===== config.mk =====
export PLATFORM = sky130hd
export DESIGN_NAME = seg7_scan_driver
export DESIGN_NICKNAME = d
export VERILOG_FILES = /design/src/rtl/seg7_pkg.sv /design/src/rtl/seg7_decode.sv /design/src/rtl/seg7_scan_driver.sv
export SDC_FILE = /design/constraint.sdc
export NUM_CORES = 1
export LEC_CHECK = 0
export BUFFER_PORTS_ARGS = -buffer_cell sky130_fd_sc_hd__buf_2
export CORE_ASPECT_RATIO = 0.7
export CORE_MARGIN = 1.5
export CORE_UTILIZATION = 25
export CTS_BUF_LIST = sky130_fd_sc_hd__clkbuf_8
export DETAILED_ROUTE_END_ITERATION = 10
export GPL_ROUTABILITY_DRIVEN = 0
export HOLD_SLACK_MARGIN = 0.02
export PLACE_DENSITY = 0.48
export SETUP_SLACK_MARGIN = 0.02
export SLEW_MARGIN = 10
export SYNTH_ARGS = -nofsm -noshare
export SYNTH_HDL_FRONTEND = slang
export SYNTH_SLANG_ARGS = --single-unit

===== constraint.sdc =====
create_clock -name clk -period 2.3 [get_ports clk]
set_clock_uncertainty 0.05 [all_clocks]
set_input_delay 0.23 -clock clk [delete_from_list [all_inputs] [get_ports clk]]
set_output_delay 0.23 -clock clk [all_outputs]
set_load 0.05 [all_outputs]

===== src/rtl/seg7_pkg.sv =====
// Shared constants for the two-digit seven-segment scan driver.
// All segment patterns are active-low, bit order {g,f,e,d,c,b,a}.
package seg7_pkg;

    localparam logic [6:0] SEG_0     = 7'h40;
    localparam logic [6:0] SEG_1     = 7'h79;
    localparam logic [6:0] SEG_2     = 7'h24;
    localparam logic [6:0] SEG_3     = 7'h30;
    localparam logic [6:0] SEG_4     = 7'h19;
    localparam logic [6:0] SEG_5     = 7'h12;
    localparam logic [6:0] SEG_6     = 7'h02;
    localparam logic [6:0] SEG_7     = 7'h78;
    localparam logic [6:0] SEG_8     = 7'h00;
    localparam logic [6:0] SEG_9     = 7'h10;
    localparam logic [6:0] SEG_BLANK = 7'h7F;

    // Active-low digit enables: an[0] = ones, an[1] = tens.
    localparam logic [1:0] AN_OFF  = 2'b11;
    localparam logic [1:0] AN_ONES = 2'b10;
    localparam logic [1:0] AN_TENS = 2'b01;

    localparam int DEF_REFRESH_DIV = 50000;

endpackage


===== src/rtl/seg7_decode.sv =====
// Combinational 4-bit digit to active-low seven-segment pattern.
// Codes above 9 render as a blank digit.
module seg7_decode
    import seg7_pkg::*;
(
    input  logic [3:0] digit_i,
    output logic [6:0] seg_o
);

    always_comb begin
        seg_o = SEG_BLANK;
        unique case (digit_i)
            4'd0:    seg_o = SEG_0;
            4'd1:    seg_o = SEG_1;
            4'd2:    seg_o = SEG_2;
            4'd3:    seg_o = SEG_3;
            4'd4:    seg_o = SEG_4;
            4'd5:    seg_o = SEG_5;
            4'd6:    seg_o = SEG_6;
            4'd7:    seg_o = SEG_7;
            4'd8:    seg_o = SEG_8;
            4'd9:    seg_o = SEG_9;
            default: seg_o = SEG_BLANK;
        endcase
    end

endmodule


===== src/rtl/seg7_scan_driver.sv =====
// Time-multiplexed 2-digit common-anode display driver for a 0-15 value.
// The value is captured once per scan frame so a frame never mixes two values.
module seg7_scan_driver
    import seg7_pkg::*;
#(
    parameter int DATA_W      = 4,
    parameter int REFRESH_DIV = DEF_REFRESH_DIV
) (
    input  logic              clk,
    input  logic              reset,
    input  logic [DATA_W-1:0] val_in,
    output logic [6:0]        seg,
    output logic [1:0]        an,
    output logic              frame_tick
);

    localparam int CNT_W = (REFRESH_DIV > 1) ? $clog2(REFRESH_DIV) : 1;
    localparam logic [CNT_W-1:0] CNT_MAX = CNT_W'(REFRESH_DIV - 1);

    logic [CNT_W-1:0]  div_cnt_q, div_cnt_d;
    logic              digit_sel_q, digit_sel_d;
    logic [DATA_W-1:0] latched_q, latched_d;
    logic [6:0]        seg_q, seg_d;
    logic [1:0]        an_q, an_d;
    logic              tick_q, tick_d;

    logic              wrap, boundary;
    logic              ge10;
    logic [3:0]        ones, digit;
    logic [6:0]        dec_seg;

    assign wrap     = (div_cnt_q == CNT_MAX);
    assign boundary = wrap && digit_sel_q;

    // Binary-to-BCD for 0..15 reduces to one compare and one subtract.
    assign ge10 = (latched_q >= DATA_W'(10));
    assign ones = ge10 ? 4'(latched_q - DATA_W'(10)) : 4'(latched_q);
    assign digit = digit_sel_q ? {3'b000, ge10} : ones;

    seg7_decode u_decode (
        .digit_i (digit),
        .seg_o   (dec_seg)
    );

    always_comb begin
        div_cnt_d   = wrap ? '0 : div_cnt_q + 1'b1;
        digit_sel_d = wrap ? ~digit_sel_q : digit_sel_q;
        latched_d   = boundary ? val_in : latched_q;
        tick_d      = boundary;
        an_d        = AN_ONES;
        seg_d       = dec_seg;
        if (digit_sel_q) begin
            // Leading-zero blanking: tens slot is dark for values below 10.
            if (ge10) begin
                an_d = AN_TENS;
            end else begin
                an_d  = AN_OFF;
                seg_d = SEG_BLANK;
            end
        end
    end

    always_ff @(posedge clk or negedge reset) begin
        if (!reset) begin
            div_cnt_q   <= '0;
            digit_sel_q <= 1'b0;
            latched_q   <= '0;
            seg_q       <= SEG_BLANK;
            an_q        <= AN_OFF;
            tick_q      <= 1'b0;
        end else begin
            div_cnt_q   <= div_cnt_d;
            digit_sel_q <= digit_sel_d;
            latched_q   <= latched_d;
            seg_q       <= seg_d;
            an_q        <= an_d;
            tick_q      <= tick_d;
        end
    end

    assign seg        = seg_q;
    assign an         = an_q;
    assign frame_tick = tick_q;

endmodule


Word level (Yosys, flattened, before mapping)
Memory sizes are Yosys's and may differ from the RTL's.
Index checks and enable logic that the tools add are counted.
W data, S select, Z words.
Operators by class
  add/subtract/negate cells: 2
  order comparisons: 1
  equal/unequal tests: 1
  muxes and demuxes: 7
  bitwise gates (word level): 1
  reductions and logical operators: 1
Operators with widths (number)
  $add A16 B1 Y16 const B: 1
  $eq A16 B16 Y1 const B: 1
  $mux W16: 1
  $mux W7: 2
  $mux W4: 2
  $ge A4 B4 Y1 const B: 1
  $mux W2: 2
  $sub A4 B4 Y4 const B: 1
  $logic_and A1 B1 Y1: 1
  $not A1 Y1: 1
Storage, ports and cells
  register bits after elaboration: 31
  bits in read-only memories: 112
  input port bits: 6
  output and inout port bits: 10
  word-level logic and storage cells: 20
  memories kept: 1
Memories
  (no name shown): words 16, width 7, read ports 1, clocked after memory_dff 0, write ports 0, RTL line seg7_decode.sv:12  | unique case (digit_i)

Longest topological paths before layout
Gate-level depths: netlist of the first run.
An unclocked memory read counts as a cell.
  depth after elaboration: 6
  mapped depth: 7
  gate-level depth less buffers: 6

By module
A second synthesis of the first run with hierarchy kept.
Second synthesis, totals
  cells, all modules: 153
  area, all modules: 1614.0 µm²
Modules (own cells, without submodules)
  seg7_scan_driver: times used 1, cells an instance 120, area an instance 1403.8 µm², sequential area each 787.0 µm²
  seg7_decode: times used 1, cells an instance 33, area an instance 210.2 µm², sequential area each 0.0 µm²

Worst setup path after synthesis of the first run
OpenSTA, ideal clock, no wires.
  kind: reg2reg
  start: reg div_cnt_q[4]
  end: reg latched_q[0]
  library setup time: 125 ps
  arrival time: 1653 ps
  required time: 2125 ps
  slack: 472 ps
  stages on the path, launching flop included: 5
  buffers on the path: 0
  period minus slack after synthesis: 1828 ps
  path through: dfrtp_1 > or4b_4 > nor4_4 > nand2_4 > mux2_4
Between the ends
  word-level cells in the longest chain between the ends: 2
Ends and longest elaborated chain
  start: declaration: RTL line seg7_scan_driver.sv:20  | logic [CNT_W-1:0] div_cnt_q, div_cnt_d;
  start signal: assignment: RTL line seg7_scan_driver.sv:72  | div_cnt_q <= div_cnt_d;
  $eq A16 B16 Y1: RTL line seg7_scan_driver.sv:32  | assign wrap = (div_cnt_q == CNT_MAX);
  $logic_and A1 B1 Y1: RTL line seg7_scan_driver.sv:33  | assign boundary = wrap && digit_sel_q;
  end signal: assignment: RTL line seg7_scan_driver.sv:74  | latched_q <= latched_d;
  end: declaration: RTL line seg7_scan_driver.sv:22  | logic [DATA_W-1:0] latched_q, latched_d;
Every way passes these cells.
A chain may end at the register's enable or synchronous reset.

Worst setup path in the final report of the first run
  start: reg div_cnt_q[4]
  end: reg div_cnt_q[9]
Between the ends
  word-level cells in the longest chain between the ends: 2
  elaborated cells on any way between the ends: 3
  classes of those cells: add/sub (1); eq/ne (1); mux (1)
Ends and longest elaborated chain
  $add A16 B1 Y16 or $eq A16 B16 Y1 (tied branches): RTL line seg7_scan_driver.sv:46, seg7_scan_driver.sv:32
  $mux W16 (*): RTL line seg7_scan_driver.sv:46  | div_cnt_d = wrap ? '0 : div_cnt_q + 1'b1;
  named net div_cnt_d[9]: RTL line seg7_scan_driver.sv:20
Mark *: on every way through the listed nets, which the timed path passes. The rest lies on a longest branch.

==> run_results.csv, run 1 <==
group,metric,value,unit
grt,grt_pass1_vias,1117,
routing,wl_met2,1.340,mm
worst_setup_path,startpoint_type,"flop",
grt,track_usage,10.26,%
final_layout,area_growth,16.34,%
logic_synthesis,ys.flop_type,"dfrtp_1",
timing,setup_violations,0,
grt,grt_max_degree,32,
timing,max-slew-margin-rel,53.18,%
power,p_per_area,639.0,nW/um^2
logic_synthesis,syn_area_per_cell,11.07,sq um
power,p_seq_share,51.2,%
clocking,cts_tree,"done",
final_layout,drive_above_1_share,26.25,%
logic_synthesis,synth.net_count,150,
worst_setup_path,crit_type,"reg2reg",
clocking,cts_max_level,2,
outcome,status,"complete, no violations",
logic_synthesis,ys_types,42,
timing,fmax,509.6,MHz
power,p_sw_share,28.04,%
logic_synthesis,async_flop_share,100.0,%
place,dp_hpwl,2.175,mm
clocking,cts.sinks,31,
routing,drt_iter0_markers,31,
floorplan,fp.dieArea,6643,sq um
clocking,cts_root_buffer,"clkbuf_8",
logic_synthesis,synth_area_leaders,"dfrtp_1 (36%), dfstp_2 (15%), ha_1 (4.1%), mux2_4 (3.9%), nand3_1 (3.6%)",
routing,route.antenna.remaining_nets,0,
place,place_area,1695,sq um
timing,finalCriticalPeriod,1962,ps
floorplan,dieHeight,68.65,um
floorplan,core,5842,sq um
final_layout,nNetsFinal,170,
logic_synthesis,synth_top_area_share,35.77,%
floorplan,initial_core_util,26.34,%
routing,vias_per_cell,4.540,
grt,grt_antenna_before_repair,0,
logic_synthesis,synth-edff-count,0,
place,port_buffers,15,
routing,num_vias,1067,
power,vdd_drop_max,205.7,uV
power,switching_power,320.8,uW
logic_synthesis,yosysTopAreaCell,"dfrtp_1",
routing,wire_per_inst,12.91,um
floorplan,rows,23,
power,leakage,0.8293,nW
grt,grt_pass1_wl,5.313,mm
worst_setup_path,required,2420,ps
worst_setup_path,worstPathMaxFanout,10,
routing,dr_wl_met3,115,um
clocking,cts_buffers,5,
logic_synthesis,ys_seq_area_share,51.14,%
timing,grt_setup_unrepaired,"no",
timing,fin_setup_tns,0,ps
logic_synthesis,yosysMostFrequentCell,"dfrtp_1",
clocking,clk_latency,280,ps
routing,drc,0,
logic_synthesis,synth_warnings,0,
clocking,cts_setup_buffers,0,
power,clkPwrFrac,36.1,%
final_layout,antenna_cells,0,
floorplan,die_x,96.78,um
timing,final-hold-violation-count,0,
clocking,clock_path_buffers,2,
logic_synthesis,syn_area,1539,sq um
floorplan,io_pins,16,
timing,finalMaxSlewViolations,0,
timing,worst_slew_pin_slew,702.3,ps
routing,firstDrtPassIters,4,
routing,drt_wl_total,3.034,mm
worst_hold_path,min_path_type,"in2reg",
clocking,path_clk_slew,70,ps
logic_synthesis,synth_common_cells,"dfrtp_1 (22), nand3_1 (11), nor2_1 (10)",
grt,grt-ovfl-total,0,
power,p_int,823.2,uW
job,maxCapViolations,0,
routing,drt-met1-wl,1.528,mm
final_layout,final_area,1790,sq um
logic_synthesis,synthCells,139,
timing,finalHoldWorstSlack,128.2,ps
worst_setup_path,worst_setup_path_end_kind,"flop",
power,combPwrFrac,12.7,%
worst_setup_path,cp.arrival,2080,ps
routing,top_layer_used,"met4",
timing,min_period_over_period,85.32,%
logic_synthesis,synth_seq_cells,31,
[cells in the final DEF, fill, tap and decap left out, types with 2 or more instances in the layout]
master	n
mux2_4	4
xor2_1	6
and3_1	2
nand2b_1	3
dfrtp_1	22
nor2b_1	3
nor3_1	3
buf_4	2
buf_2	15
nand3_1	11
clkbuf_8	5
nand3b_1	3
nand2_1	5
o21ai_0	8
a21oi_1	5
ha_1	5
nor2_1	10
o21ai_1	2
xnor2_1	6
inv_1	7
dfstp_2	9
[logic make-up after synthesis]
kind of cell,Yosys count,synth area share [%]
muxes,5,4.553
and+or+nand+nor,53,21.46
DFF,31,51.14
xor gates and xnor gates,12,6.829
AOI/OAI and AO/OA,22,8.700
adders and majority gates,5,4.065
buffers and inverters,11,3.252
[final cells by class]
type                       count  area [sq um]
fill                         609          4051
sequential                    31         787.0
multi-input combinational     97         701.9
timing repair buffer          18         100.1
tap                           75         93.84
clock buffer                   5         68.82
inverter                       6         22.52
clock inverter                 3         16.27
[sequential cells by signal (all words and copies together) (netlist names)]
| name | flops |
|---|---|
| frame_tick | 1 |
| digit_sel_q | 1 |
| div_cnt_q | 16 |
| an | 2 |
| latched_q | 4 |
| seg | 7 |
[worst max-delay path, cell delays in order (launching register included)]
cell and delay (ps):
dfrtp_1 420, or4b_4 560, nor4_4 320, buf_4 240, o21ai_1 80, a21o_1 180
[layer usage]
layer  vias up  track usage (%)
met1       519            13.44
li1        526                -
met2        17            16.08
met3         5            3.226
met4         0            3.986
met5         -                0
[metrics by stage]
stage	total power [mW]	utilization, %	instances	setup WS, ps
after floorplan	0.6994	-	139	472.1
after global placement	0.7369	29.02	226	411.7
after detailed placement	0.7419	29.02	226	344.0
after CTS	1.163	30.65	235	320.5
after global routing	1.198	30.65	235	258.4
final	1.144	30.65	235	337.7
[final timing paths]
path                            endpoint  slack [ps]  depth (start not counted)           from
max                         div_cnt_q[9]         340                          5   div_cnt_q[4]
min                         latched_q[1]         130                          2      val_in[1]
max reg2reg                 div_cnt_q[9]         340                          5   div_cnt_q[4]
min reg2reg                div_cnt_q[15]         440                          1  div_cnt_q[15]
max in group asynchronous   div_cnt_q[1]        1250                          2          reset
min in group asynchronous  div_cnt_q[10]         480                          2          reset
[power by group through the flow]
stage | clock network, mW | logic, mW | registers, mW
finish | 0.413 | 0.145 | 0.586
global route | 0.450 | 0.160 | 0.588
CTS | 0.429 | 0.148 | 0.586
detailed placement | 0 | 0.146 | 0.596
global placement | 0 | 0.142 | 0.595
floorplan | 0 | 0.0495 | 0.650
[timing repair]
action / in CTS / in global routing
resized for setup: 0 / 0
hold buffers: 1 / 0
hold endpoints to repair: 22 / 0
Power figures use the tool's default switching activity.
==> inputs of run 2 (changes only) <==
==> constraint.sdc (replaced) <==
create_clock -name clk -period 2.3 [get_ports clk]
set_clock_uncertainty 0.05 [all_clocks]
set_input_delay 0.115 -clock clk [delete_from_list [all_inputs] [get_ports clk]]
set_output_delay 0.115 -clock clk [all_outputs]
set_load 0.05 [all_outputs]
==> run_results.csv, run 2 (synthesis gave the netlist of run 1 again) <==
group,metric,value,unit
outcome,status,"complete, no violations",
floorplan,core,5842,sq um
worst_setup_path,cpMaxStageDelayCell,"or4b_4",
timing,finalHoldWorstSlack,23.85,ps
clocking,cts_tree,"done",
routing,drt_iter0_markers,33,
timing,final-hold-violation-count,0,
clocking,clock_path_buffers,2,
routing,drt_wl_total,3.043,mm
worst_setup_path,max_stage_delay,560,ps
final_layout,layout_common_cells,"dfrtp_1 (22), buf_2 (15), nand3_1 (11)",
worst_setup_path,path_cells,"or4b_4, nor4_4, buf_4, o21ai_1, a21o_1",
routing,route.antenna.remaining_nets,0,
power,switching_power,321.7,uW
worst_setup_path,worstPathMaxFanout,10,
place,port_buffers,15,
power,p_per_area,630.7,nW/um^2
worst_hold_path,hp-start,"val_in[3]",
routing,vias_per_cell,4.538,
timing,worst_slew_pin_slew,702.6,ps
place,dp_hpwl,2.175,mm
worst_hold_path,min_path_type,"in2reg",
power,combPwrFrac,13.0,%
routing,num_vias,1080,
grt,grt_max_degree,32,
timing,finalCriticalPeriod,1962,ps
timing,fin_setup_tns,0,ps
routing,wire_per_inst,12.79,um
worst_setup_path,crit_path_start,"div_cnt_q[4]",
timing,fmax,509.6,MHz
clocking,post_cts_resized,0,
final_layout,layout_commonest_cell,"dfrtp_1",
final_layout,fillerInstances,607,
timing,grt_setup_unrepaired,"no",
grt,grt_pass1_wl,5.340,mm
worst_setup_path,crit_type,"reg2reg",
worst_setup_path,cp.arrival,2080,ps
final_layout,nNetsFinal,173,
floorplan,fp.dieArea,6643,sq um
worst_setup_path,startpoint_type,"flop",
grt,grt-ovfl-total,0,
clocking,cts_hold_buf,4,
final_layout,drive_above_1_share,25.77,%
power,vdd_drop_max,206.3,uV
worst_setup_path,required,2420,ps
timing,min_period_over_period,85.32,%
grt,grt_pass1_vias,1129,
floorplan,dieHeight,68.65,um
routing,drc,0,
clocking,clk_latency,280,ps
timing,max-slew-margin-rel,53.16,%
final_layout,antenna_cells,0,
floorplan,initial_core_util,26.34,%
worst_setup_path,reg2reg_from,"div_cnt_q[4]",
power,clkPwrFrac,36.0,%
floorplan,rows,23,
clocking,cts_buffers,5,
grt,track_usage,10.31,%
timing,setup_violations,0,
power,p_seq_share,51.0,%
grt,grt_antenna_before_repair,0,
clocking,cts_root_buffer,"clkbuf_8",
floorplan,io_pins,16,
floorplan,die_x,96.78,um
final_layout,top_register,"div_cnt_q",
clocking,path_clk_slew,70,ps
final_layout,area_growth,18.29,%
clocking,cts.sinks,31,
worst_setup_path,worst_setup_path_end_kind,"flop",
power,leakage,0.8418,nW
job,maxCapViolations,0,
timing,finalMaxSlewViolations,0,
final_layout,finish.utilization,31.16,%
final_layout,largest_reg_flops,16,
clocking,cts_max_level,2,
power,p_int,826.5,uW
clocking,cts_setup_buffers,0,
routing,firstDrtPassIters,4,
power,p_sw_share,28.02,%
run 2: cell count changes in the layout (fill, tap and decap cells not counted), sizes merged:
cell	change
dlygate4sd3	+3
run 2: worst paths after layout:
path | cells after the start | to | slack, ps
setup / recovery | 5 | div_cnt_q[9] | 340
hold / removal | 2 | latched_q[3] | 20
setup reg to reg | 5 | div_cnt_q[9] | 340
hold reg to reg | 1 | div_cnt_q[15] | 440
max in group asynchronous | 2 | div_cnt_q[1] | 1370
min in group asynchronous | 2 | div_cnt_q[10] | 360
run 2: area by class of cell:
type | instances | area, sq um | area share (%)
repair buffers | 21 | 130.1 | 7.148
multi-input cells | 97 | 701.9 | 38.56
clock buffers | 5 | 68.82 | 3.780
flip-flops and latches | 31 | 787.0 | 43.23
well taps | 75 | 93.84 | 5.155
inverters | 6 | 22.52 | 1.237
clock inverters | 3 | 16.27 | 0.8935
run 2: power by group through the flow:
| stage | Clock [mW] | Combinational [mW] | Sequential [mW] |
|---|---|---|---|
| 2_1_floorplan | 0 | 0.0495 | 0.650 |
| 3_3_place_gp | 0 | 0.142 | 0.595 |
| 3_5_place_dp | 0 | 0.146 | 0.596 |
| 4_1_cts | 0.429 | 0.151 | 0.586 |
| 5_1_grt | 0.450 | 0.164 | 0.588 |
| 6_report | 0.413 | 0.149 | 0.586 |
run 2: routing by layer:
layer  GRT usage [%]  part of all wire (%)
met2           16.26                    45
met5               0                     0
met1           13.44                    50
met3           3.226                   3.7
met4           3.986                   1.4
run 2: worst max-delay path: cells and delay by family (launching register included):
family | cells | cell delay, ps
AOI/OAI and AO/OA | 2 | 260
buffers and inverters | 1 | 240
DFF | 1 | 420
and+or+nand+nor | 2 | 880
run 2: metrics by stage:
| stage | std cells | power (mW) | area (sq um) | setup slack [ps] |
|---|---|---|---|---|
| after floorplan | 139 | 0.6994 | 1539 | 472.1 |
| after global placement | 226 | 0.7369 | 1695 | 411.7 |
| after detailed placement | 226 | 0.7419 | 1695 | 344.0 |
| after CTS | 238 | 1.167 | 1821 | 320.5 |
| after global routing | 238 | 1.202 | 1821 | 258.4 |
| final | 238 | 1.148 | 1821 | 337.6 |
